--- src/rtl/sc_hwa_engine_if.sv ---
// Handshake and data bundle of the stochastic-computing weighted adder.
// The master side requests an accumulation and supplies the tap data. The slave
// side is the engine, which returns busy, done and the ones count.
interface sc_hwa_engine_if #(
    parameter int N    = 8,
    parameter int TAPS = 20,
    parameter int WW   = N + 1
);
    logic                  start;
    logic [TAPS*(N+1)-1:0] x_flat;
    logic [TAPS*WW-1:0]    w_flat;
    logic [TAPS-1:0]       sign_mask;
    logic [N-1:0]          r_y;
    logic                  busy;
    logic                  done;
    logic [N:0]            result;

    modport master (
        output start, x_flat, w_flat, sign_mask, r_y,
        input  busy, done, result
    );

    modport slave (
        input  start, x_flat, w_flat, sign_mask, r_y,
        output busy, done, result
    );
endinterface

--- src/rtl/sc_hwa_engine.sv ---
// Stochastic-computing hardware weighted adder (HWA) for SC FIR filter banks.
// Each of 2^N cycles picks one tap by inverse-CDF on the quantised weights,
// using the bit-reversed count as the uniform select value. It turns that tap
// into a signed stream bit against the RNG value and counts the ones.
// Build option SC_HWA_SYM_FOLD_EN adds symmetric folding. Weight j then serves
// taps j and TAPS-1-j: tap j in the first half-stream and TAPS-1-j in the second.
module sc_hwa_engine #(
    parameter int N    = 8,
    parameter int TAPS = 20,
    parameter int WW   = N + 1
) (
    input  logic           clock,
    input  logic           reset_n,
    sc_hwa_engine_if.slave io_bus
);
    localparam int XW = N + 1;
    localparam int CW = WW + $clog2(TAPS);
`ifdef SC_HWA_SYM_FOLD_EN
    localparam int NSEL = (TAPS + 1) / 2;
`else
    localparam int NSEL = TAPS;
`endif
    localparam logic [N-1:0] CNT_ONE  = 1;
    localparam logic [N-1:0] CNT_LAST = '1;

    typedef enum logic [1:0] {S_IDLE, S_RUN, S_DRAIN, S_FIN} state_t;

    state_t             r_state;
    logic [N-1:0]       r_cnt;
    logic [TAPS*XW-1:0] r_x;
    logic [NSEL*WW-1:0] r_w;
    logic [TAPS-1:0]    r_sign;
    logic               r_bit;
    logic [N:0]         r_acc;
    logic [N:0]         r_result;
    logic               r_busy;
    logic               r_done;

    logic [N-1:0]       w_s;
    logic [CW-1:0]      w_s_ext;
    logic [XW-1:0]      w_ry;
    logic [CW-1:0]      w_cum;
    logic               w_found;
    logic               w_bit;

    assign w_s_ext = {{(CW-N){1'b0}}, w_s};
    assign w_ry    = {1'b0, io_bus.r_y};

    // Select value: bit-reversed count spreads consecutive cycles over the weight range.
    always_comb begin
        // NOTE: every combinational output gets a default first, so no path leaves it unassigned and no latch is inferred.
        w_s = '0;
        for (int b = 0; b < N; b++) begin
            w_s[b] = r_cnt[N-1-b];
        end
    end

    // Inverse-CDF tap selection and signed stream bit; zero when s lands beyond the total weight.
    always_comb begin
        w_cum   = '0;
        w_found = 1'b0;
        w_bit   = 1'b0;
        for (int i = 0; i < NSEL; i++) begin
            w_cum = w_cum + {{(CW-WW){1'b0}}, r_w[i*WW +: WW]};
            if (!w_found && (w_s_ext < w_cum)) begin
                w_found = 1'b1;
`ifdef SC_HWA_SYM_FOLD_EN
                if (r_cnt[N-1]) begin
                    w_bit = (r_x[(TAPS-1-i)*XW +: XW] > w_ry) ^ r_sign[TAPS-1-i];
                end else begin
                    w_bit = (r_x[i*XW +: XW] > w_ry) ^ r_sign[i];
                end
`else
                w_bit = (r_x[i*XW +: XW] > w_ry) ^ r_sign[i];
`endif
            end
        end
    end

    // Control FSM with shadow capture, bit pipeline, accumulator and registered handshake outputs.
    always_ff @(posedge clock or negedge reset_n) begin
        if (!reset_n) begin
            r_state  <= S_IDLE;
            r_cnt    <= '0;
            r_x      <= '0;
            r_w      <= '0;
            r_sign   <= '0;
            r_bit    <= 1'b0;
            r_acc    <= '0;
            r_result <= '0;
            r_busy   <= 1'b0;
            r_done   <= 1'b0;
        end else begin
            // NOTE: non-blocking assignments so every register samples pre-edge values regardless of statement order.
            case (r_state)
                S_IDLE: begin
                    r_done <= 1'b0;
                    if (io_bus.start) begin
                        r_x     <= io_bus.x_flat;
                        r_w     <= io_bus.w_flat[NSEL*WW-1:0];
                        r_sign  <= io_bus.sign_mask;
                        r_cnt   <= '0;
                        r_acc   <= '0;
                        r_bit   <= 1'b0;
                        r_busy  <= 1'b1;
                        r_state <= S_RUN;
                    end
                end
                S_RUN: begin
                    r_bit <= w_bit;
                    r_acc <= r_acc + {{N{1'b0}}, r_bit};
                    r_cnt <= r_cnt + CNT_ONE;
                    if (r_cnt == CNT_LAST) begin
                        r_state <= S_DRAIN;
                    end
                end
                S_DRAIN: begin
                    r_acc   <= r_acc + {{N{1'b0}}, r_bit};
                    r_bit   <= 1'b0;
                    r_state <= S_FIN;
                end
                S_FIN: begin
                    r_result <= r_acc;
                    r_done   <= 1'b1;
                    r_busy   <= 1'b0;
                    r_state  <= S_IDLE;
                end
                default: r_state <= S_IDLE;
            endcase
        end
    end

    assign io_bus.busy   = r_busy;
    assign io_bus.done   = r_done;
    assign io_bus.result = r_result;
endmodule

--- src/flat_wrapper.sv ---
// flat-port wrapper written by rule: the top's interface ports become plain ports
module sc_hwa_engine_flat 
#(
    parameter int N    = 8,
    parameter int TAPS = 20,
    parameter int WW   = N + 1
)
  (clock, reset_n, io_bus_start, io_bus_x_flat, io_bus_w_flat, io_bus_sign_mask, io_bus_r_y, io_bus_busy, io_bus_done, io_bus_result);
  sc_hwa_engine_if #(.N(N), .TAPS(TAPS), .WW(WW)) io_bus_i ();
  input  logic clock;
  input  logic reset_n;
  input wire logic [$bits(io_bus_i.start)-1:0] io_bus_start;
  input wire logic [$bits(io_bus_i.x_flat)-1:0] io_bus_x_flat;
  input wire logic [$bits(io_bus_i.w_flat)-1:0] io_bus_w_flat;
  input wire logic [$bits(io_bus_i.sign_mask)-1:0] io_bus_sign_mask;
  input wire logic [$bits(io_bus_i.r_y)-1:0] io_bus_r_y;
  output wire logic [$bits(io_bus_i.busy)-1:0] io_bus_busy;
  output wire logic [$bits(io_bus_i.done)-1:0] io_bus_done;
  output wire logic [$bits(io_bus_i.result)-1:0] io_bus_result;
  assign io_bus_i.start = io_bus_start;
  assign io_bus_i.x_flat = io_bus_x_flat;
  assign io_bus_i.w_flat = io_bus_w_flat;
  assign io_bus_i.sign_mask = io_bus_sign_mask;
  assign io_bus_i.r_y = io_bus_r_y;
  assign io_bus_busy = io_bus_i.busy;
  assign io_bus_done = io_bus_i.done;
  assign io_bus_result = io_bus_i.result;
  sc_hwa_engine #(.N(N), .TAPS(TAPS), .WW(WW)) u_core (.clock(clock), .reset_n(reset_n), .io_bus(io_bus_i));
endmodule
--- config.mk ---
export PLATFORM = sky130hd
export DESIGN_NAME = sc_hwa_engine_flat
export DESIGN_NICKNAME = d
export VERILOG_FILES = /design/src/rtl/sc_hwa_engine_if.sv /design/src/rtl/sc_hwa_engine.sv /design/src/flat_wrapper.sv
export SDC_FILE = /design/constraint.sdc
export NUM_CORES = 1
export LEC_CHECK = 0
export CAP_MARGIN = 20
export CELL_PAD_IN_SITES_DETAIL_PLACEMENT = 1
export CELL_PAD_IN_SITES_GLOBAL_PLACEMENT = 2
export CORE_MARGIN = 1.5
export CORE_UTILIZATION = 40
export CTS_CLUSTER_DIAMETER = 80
export DETAILED_ROUTE_END_ITERATION = 7
export PLACE_DENSITY_LB_ADDON = 0.1
export SLEW_MARGIN = 20
export SYNTH_ARGS = -nofsm -noshare
export SYNTH_HDL_FRONTEND = slang
export SYNTH_SLANG_ARGS = --single-unit
--- constraint.sdc ---
create_clock -name clock -period 37.3 [get_ports clock]
set_input_delay 7.46 -clock clock [delete_from_list [all_inputs] [get_ports clock]]
set_output_delay 7.46 -clock clock [all_outputs]
set_load 0.05 [all_outputs]
== Word-level counts from Yosys, hierarchy flattened ==
Index checks and enable logic that the tools add are counted.
Operators by class
  $add $sub $neg: 21
  $lt $le $gt $ge: 40
  equal/unequal tests: 6
  muxes and demuxes: 51
  bitwise logic cells: 20
  reductions and logical operators: 50
Operator list (count)
  less-than comparator 8 x 14 -> 1 bit: 19
  adder 14 x 9 -> 14 bit: 18
  > comparator 9 x 8 -> 1 bit: 20
  2-to-1 mux 1 bit: 41
  bitwise XOR 1 bit: 20
  logical AND 1 bit: 19
  logical NOT 1 bit: 19
  one-hot mux 9 bit (2 select lines): 1
  one-hot mux 8 bit (2 select lines): 1
  AND reduction 2 bit: 6
  adder 9 x 9 -> 10 bit: 1
  adder 9 x 1 -> 9 bit: 1
  less-than comparator 8 x 9 -> 1 bit: 1
  2-to-1 mux 9 bit: 1
  adder 8 x 1 -> 8 bit, second input constant: 1
  equality test 8 bit, second input constant: 1
  2-to-1 mux 8 bit: 1
  one-hot mux 2 bit (4 select lines): 1
  nonzero test 2 bit: 3
  equality test 2 bit, second input constant: 2
  2-to-1 mux 2 bit: 2
  one-hot mux 1 bit (2 select lines): 2
  one-hot mux 1 bit (3 select lines): 1
  nonzero test 3 bit: 1
  other kinds (5): 5
Word-level totals
  register bits after elaboration: 411
  bits of input ports: 391
  output and inout port bits: 11
  logic and storage cells: 198

== Depth between registers and ports, before layout ==
Gate-level depths: netlist of the first run.
  word-level depth: 60
  depth in mapped cells: 70
  depth with buffers taken out: 70

== Least setup slack after synthesis of the first run ==
OpenSTA, ideal clock, no wires.
  kind: register to register
  start: register u_core.r_w[0]
  end: register u_core.r_bit
  setup time: 0.129 ns
  arrival time: 13.159 ns
  required time: 37.171 ns
  path slack: 24.011 ns
  cell stages (with the launch flop): 64
  path buffers: 0
  period minus slack after synthesis: 13.289 ns
  cell sequence: dfrtp_1 > ha_1 > inv_1 > fa_1 > fa_1 > nand2b_1 > a21oi_1 > xor2_1 > ha_1 > xor2_1 > ha_1 > o21a_1 > o31a_1 > a21oi_1 > ha_1 > nand3_1 > o221a_2 > xnor2_1 > [28 not listed] > ha_1 > xnor2_1 > ha_1 > xor2_1 > ha_1 > xor2_1 > ha_1 > xnor2_1 > ha_1 > xor2_1 > ha_1 > nand4b_1 > o22a_1 > nor4_1 > o211ai_1 > o211ai_1 > nand3_1 > o41a_1
On the way
  word-level cells in the longest chain between the ends: 60
  elaborated cells between the ends (all ways): 117
  those cells by class: 19 x add/sub; 20 x order compare; 40 x mux; 38 x reduce/logical
RTL lines
  from (decl): RTL line sc_hwa_engine.sv:31  | logic [NSEL*WW-1:0] r_w;
  from (signal assigned): RTL line sc_hwa_engine.sv:100  | r_w <= io_bus.w_flat[NSEL*WW-1:0];
  parallel branches: the longest is 58 deep, another holds adder 14 x 9 -> 14 bit
  2-to-1 mux 1 bit (*): RTL line sc_hwa_engine.sv:65  | if (!w_found && (w_s_ext < w_cum)) begin
  one-hot mux 1 bit (3 select lines) (*): RTL line sc_hwa_engine.sv:95  | case (r_state)
  to (signal assigned): RTL line sc_hwa_engine.sv:110  | r_bit <= w_bit;
  to (decl): RTL line sc_hwa_engine.sv:33  | logic r_bit;
Every way passes the cells marked *.
A chain may end at the register's enable or synchronous reset.

== Final worst setup path of the first run ==
Ends and elaborated chain as after synthesis.

==> out/results.ini, run 1 <==
[routing]
wl_per_cell_um = 20.3
dr.first_iter.drc_count = 860
wirelength_um = 95100
ant_nets = 0
routed-via-count = 25264
routed_via_density = 5.40
drc_errors = 0
firstDrtPassIters = 4

[floorplan]
core_sq_um = 79100
rows = 103
die_h_um = 286
start_util_pct = 40.5
ios = 402
dieArea_sq_um = 81800
chipWidth_um = 286

[critical_path]
crit_path_start_kind = flip-flop
crit_top_cell = ha_1
path_delay_family = adder cells
required_ns = 37.81
worst-path-buf-inv = 4
ff2ff_path_depth = 66
cpPeakStageDelay_ns = 0.47
worstSetupEndpointType = flip-flop
critical_path_class = flip-flop to flip-flop
r2r-start = u_core.r_w[0]
r2r-end = u_core.r_bit
worst_path_max_delay_cell = fa_1
crit_fanout = 4
worst_ep_arrival_time_ns = 15.56
rrSetupSlack_ns = 22.25

[outcome]
status = finished, final reports clean

[global_routing]
grt_pass1_wl_um = 152000
grt_overflow = 0
met3_usage_pct = 3.92
top_usage_layer = met2
first_global_vias = 27877
grt_usage_pct = 23.2
use_met2_pct = 41.6
use_met1_pct = 28.8
grt_max_degree = 176
antenna_found_initial = 13

[clock_network]
clk_pin_slew_ns = 0.06
cts_sinks = 411
cts_tree = yes
post_cts_buffers = 0
clock_path_buffers = 3
holdBufCountCts = 0
cts_resized = 0
clock_latency_ns = 0.63
htreeDepth = 2
cts_buffers = 51
cts_root_buf = clkbuf_16

[min_path]
hold_end = u_core.r_x[126]
whs_path_depth = 1
hold_path_class = flip-flop to flip-flop
min_from = u_core.r_x[126]

[yosys]
async_reset_ff_share_pct = 100
yosysUniqueCellTypes = 96
synth_edf_count = 0
synth_area_leader_cell = dfrtp_1
synth_warnings = 0
synth_area_sq_um = 32000
syn_inst = 3154
syn-num-nets = 4043
seq_area_frac_synth_pct = 32.1
synthTopCellsByCount = ha_1 (479), dfrtp_1 (411), mux2_2 (394)
yosysMostFrequentCell = ha_1
synth.ff_latch_count = 411
syn_avg_cell_area_sq_um = 10.2
synthFlopType = dfrtp_1
yosys-top-cells-area = dfrtp_1 (32%), ha_1 (19%), mux2_2 (14%), a21oi_1 (3.6%), inv_1 (3.1%)
yosys.area.top_type_share_pct = 32.1

[placed_design]
io_buffers = 401
dp_hpwl_um = 74000
globalplace.congestion = 0.857

[sta]
setup_viol = 0
tightest_slew_ns = 0.971
min_period_over_period_pct = 40.3
min_period_ns = 15.05
slew_violations = 0
fin_skew_ns = 0.0218
tns_ns = 0
slew_headroom_pct = 35.3
fmax_mhz = 66.5
hold_viol = 0
fin_hold_ws_ns = 0.507
rsz0062_at_grt = false

[cells_and_area]
final_util_pct = 49.5
nNetsFinal = 4473
drive_gt1_share_pct = 15.3
syn_to_final_growth_pct = 22.3

[job]
max-cap-violations = 0

-- cell usage in the layout, fill, tap and decap left out, types with 9 or more instances in the layout --
cell               n
a211oi_1          12
a21boi_0          14
a21o_1            66
a21oi_1          229
a31oi_1           10
and2_1            14
and3_1            15
buf_4             25
clkbuf_1           9
clkbuf_16         52
clkbuf_8           9
clkdlybuf4s50_1  400
clkinv_2          11
dfrtp_1          411
fa_1              19
ha_1             479
inv_1            262
mux2_2           394
mux2i_1            9
nand2_1           74
nand2b_1         105
nand3_1           46
nand4_1           45
nor2_1           153
nor2b_1           89
nor3_1            29
nor4_1            14
o211ai_1          13
o21a_1            56
o21ai_0          154
o21bai_1          45
or2_2              9
or3_1             25
xnor2_1          105
xor2_1            55
-- sequential cells by signal, summed over array words and instances (netlist names) --
| register | flops |
|---|---|
| u_core.io_bus.busy | 1 |
| u_core.io_bus.result | 9 |
| u_core.r_state | 2 |
| u_core.r_sign | 20 |
| u_core.r_acc | 9 |
| u_core.r_bit | 1 |
| u_core.io_bus.done | 1 |
| u_core.r_cnt | 8 |
| u_core.r_w | 180 |
| u_core.r_x | 180 |
-- worst max-delay path by stage --
stage / start / slack (ns) / cells after the start / end
finish: u_core.r_w[0] / 22.25 / 66 / u_core.r_bit
global route: u_core.r_w[0] / 20.96 / 67 / u_core.r_bit
CTS: u_core.r_w[0] / 22.20 / 66 / u_core.r_bit
detailed placement: u_core.r_w[1] / 22.31 / 59 / u_core.r_bit
global placement: u_core.r_w[1] / 22.76 / 59 / u_core.r_bit
floorplan: u_core.r_w[0] / 24.01 / 63 / u_core.r_bit
-- final cells by class --
class / count / area [sq um]
Inverter: 262 / 983
Clock buffer: 70 / 1460
Clock inverter: 21 / 258
Multi-Input combinational cell: 2427 / 20600
Timing Repair Buffer: 431 / 4300
Antenna cell: 3 / 7.51
Sequential cell: 411 / 10300
Fill cell: 8762 / 40000
Tap cell: 1050 / 1310
-- routing by layer --
metal	up-vias	part of all wire, %
li1	12197	-
met1	12547	44
met2	359	50
met3	139	3.9
met4	22	2.1
met5	-	0.15
-- stage by stage --
step / setup slack [ns] / instances / cell area, sq um
2_1_floorplan: 24.01 / 3154 / 32000
3_3_place_gp: 22.76 / 4579 / 37400
3_5_place_dp: 22.31 / 4579 / 37400
4_1_cts: 22.20 / 4670 / 39100
5_1_grt: 20.96 / 4674 / 39200
6_report: 22.25 / 4675 / 39200
-- cells by family (layout without fill, tap and decap cells) --
kind of cell	Yosys count	after routing	share of synthesized area, %
AO/OA/AOI/OAI	694	694	13.8
adder cells (fa/ha/maj)	499	499	19.9
flip-flops	411	411	32.1
other	0	3	0
multiplexers	404	404	14.2
AND/OR/NAND/NOR	658	658	11.1
buffers and inverters	316	784	3.71
XOR/XNOR	172	172	5.27
Power of run 1 is left out: the tool's default activity adds up to more than one toggle a clock period on the data nets, which glitch-free logic cannot reach.
==> run 2: changes to the inputs <==
--- a/config.mk
+++ b/config.mk
@@ -9,7 +9,7 @@
 export CELL_PAD_IN_SITES_DETAIL_PLACEMENT = 1
 export CELL_PAD_IN_SITES_GLOBAL_PLACEMENT = 2
 export CORE_MARGIN = 1.5
-export CORE_UTILIZATION = 40
+export CORE_UTILIZATION = 37
 export CTS_CLUSTER_DIAMETER = 80
 export DETAILED_ROUTE_END_ITERATION = 7
 export PLACE_DENSITY_LB_ADDON = 0.1
==> constraint.sdc (replaced) <==
create_clock -name clock -period 15.1 [get_ports clock]
set_input_delay 3.02 -clock clock [delete_from_list [all_inputs] [get_ports clock]]
set_output_delay 3.02 -clock clock [all_outputs]
set_load 0.05 [all_outputs]
==> run 2 against run 1 <==
- via count barely moved
- routed wire length is 2.4% higher
- flip-flop and latch count unchanged
- clock-buffer cell count grew 7
- critical endpoint unchanged
==> out/results.ini, run 2 (synthesized netlist as in run 1, its figures left out) <==
[outcome]
status = finished, final reports clean

[clock_network]
cts_sinks = 411
clock_latency_ns = 0.64
clk_pin_slew_ns = 0.06
clock_path_buffers = 3
cts_buffers = 54
htreeDepth = 2
holdBufCountCts = 0
cts_root_buf = clkbuf_16
cts_tree = yes

[routing]
drc_errors = 0
routed-via-count = 25240
dr.first_iter.drc_count = 637
ant_nets = 0
routed_via_density = 5.29
wl_per_cell_um = 20.4
wirelength_um = 97400
firstDrtPassIters = 4

[placed_design]
place_area_sq_um = 37500
io_buffers = 401
pre_cts_ws_ns = 0.0978
globalplace.congestion = 0.818
dp_hpwl_um = 75300

[sta]
min_period_over_period_pct = 94.7
slew_violations = 0
fmax_mhz = 69.9
min_period_ns = 14.30
slew_headroom_pct = 29.6
layout_setup_ws_ns = 0.798
hold_viol = 0
fin_hold_ws_ns = 0.510
fin_skew_ns = 0.0205
tightest_slew_ns = 1.06
setup_viol = 0

[cells_and_area]
reg_top3 = u_core.r_w x180, u_core.r_x x180, u_core.r_sign x20
mostFrequentLayoutCells = ha_1 (476), dfrtp_1 (411), clkdlybuf4s50_1 (400)
nNetsFinal = 4476
final_area_sq_um = 39800
fill_cells = 9470
drive_gt1_share_pct = 17.2
final_common_cell = ha_1
regArea_sq_um = 10300
syn_to_final_growth_pct = 24.1
multi_input_area_sq_um = 20900

[critical_path]
required_ns = 15.62
cpPeakStageDelay_ns = 0.69
worst_ep_arrival_time_ns = 14.83
worst_path_max_delay_cell = fa_1
r2r-start = u_core.r_w[0]
path_delay_family = adder cells
ff2ff_path_depth = 41
cp_num_cells = 41
critical_path_class = flip-flop to flip-flop
worstSetupEndpointType = flip-flop
rrSetupSlack_ns = 0.80
crit_end = u_core.r_bit
r2r-end = u_core.r_bit
crit_fanout = 3
critPathLaunch = u_core.r_w[0]
crit_top_cell = fa_1
crit_path_start_kind = flip-flop
worst-path-buf-inv = 7

[floorplan]
chipWidth_um = 297
ios = 402
core_sq_um = 85400
dieArea_sq_um = 88300
die_h_um = 297
start_util_pct = 37.5
rows = 107

[global_routing]
antenna_found_initial = 14
grt_max_degree = 186
grt_pass1_wl_um = 155000
grt_usage_pct = 22.1
first_global_vias = 27833
grt_overflow = 0

[job]
max-cap-violations = 0

[min_path]
hold_path_class = flip-flop to flip-flop

[run 2: cell count changes in the layout (fill, tap and decap cells not counted), moves of 8 or more]
cell,delta
a21boi_0,-8
xor2_2,+10
xnor2_1,-13
a21oi_1,-14
xnor2_2,+13
xor2_1,-10
a21oi_2,+14
[run 2: area by class of cell]
| cell class | count | share of cell area (%) |
|---|---|---|
| multi-input combinational | 2427 | 52.6 |
| sequential | 411 | 25.9 |
| timing repair buffer | 431 | 10.7 |
| clock buffer | 77 | 3.92 |
| tap | 1144 | 3.60 |
| inverter | 262 | 2.47 |
| clock inverter | 20 | 0.752 |
| antenna | 2 | 0.0126 |
[run 2: through the flow]
| step | TNS (ns) | utilization, % | instances |
|---|---|---|---|
| floorplan | 0 | - | 3154 |
| detailed placement | 0 | 43.9 | 4670 |
| global placement | 0 | 43.9 | 4670 |
| finish | 0 | 46.6 | 4774 |
| global route | -0.0154 | 46.5 | 4772 |
| CTS | 0 | 46.1 | 4767 |
[run 2: repair_timing]
action                     in CTS  in global routing
resized for setup               0                 77
buffers inserted                0                  5
setup endpoints to repair       0                  1
[run 2: how the worst min path moves through the flow]
stage / start / slack [ns] / cells after the start / endpoint
detailed placement: u_core.r_x[99] / 0.49 / 1 / u_core.r_x[99]
finish: u_core.r_x[152] / 0.51 / 1 / u_core.r_x[152]
CTS: u_core.r_x[89] / 0.51 / 1 / u_core.r_x[89]
global placement: u_core.r_x[8] / 0.49 / 1 / u_core.r_x[8]
floorplan: u_core.r_x[0] / 0.48 / 1 / u_core.r_x[0]
global route: u_core.r_x[151] / 0.52 / 1 / u_core.r_x[151]
[run 2: per-layer routing]
layer / up-vias / track usage, % / routed length, um / part of all wire [%]
met2: 403 / 38.8 / 47700 / 49
li1: 12195 / - / - / -
met3: 161 / 4.44 / 4410 / 4.5
met1: 12455 / 27.0 / 42100 / 43
met5: - / 0 / 167 / 0.17
met4: 26 / 6.95 / 3020 / 3.1
Power of run 2 is left out for the same reason.
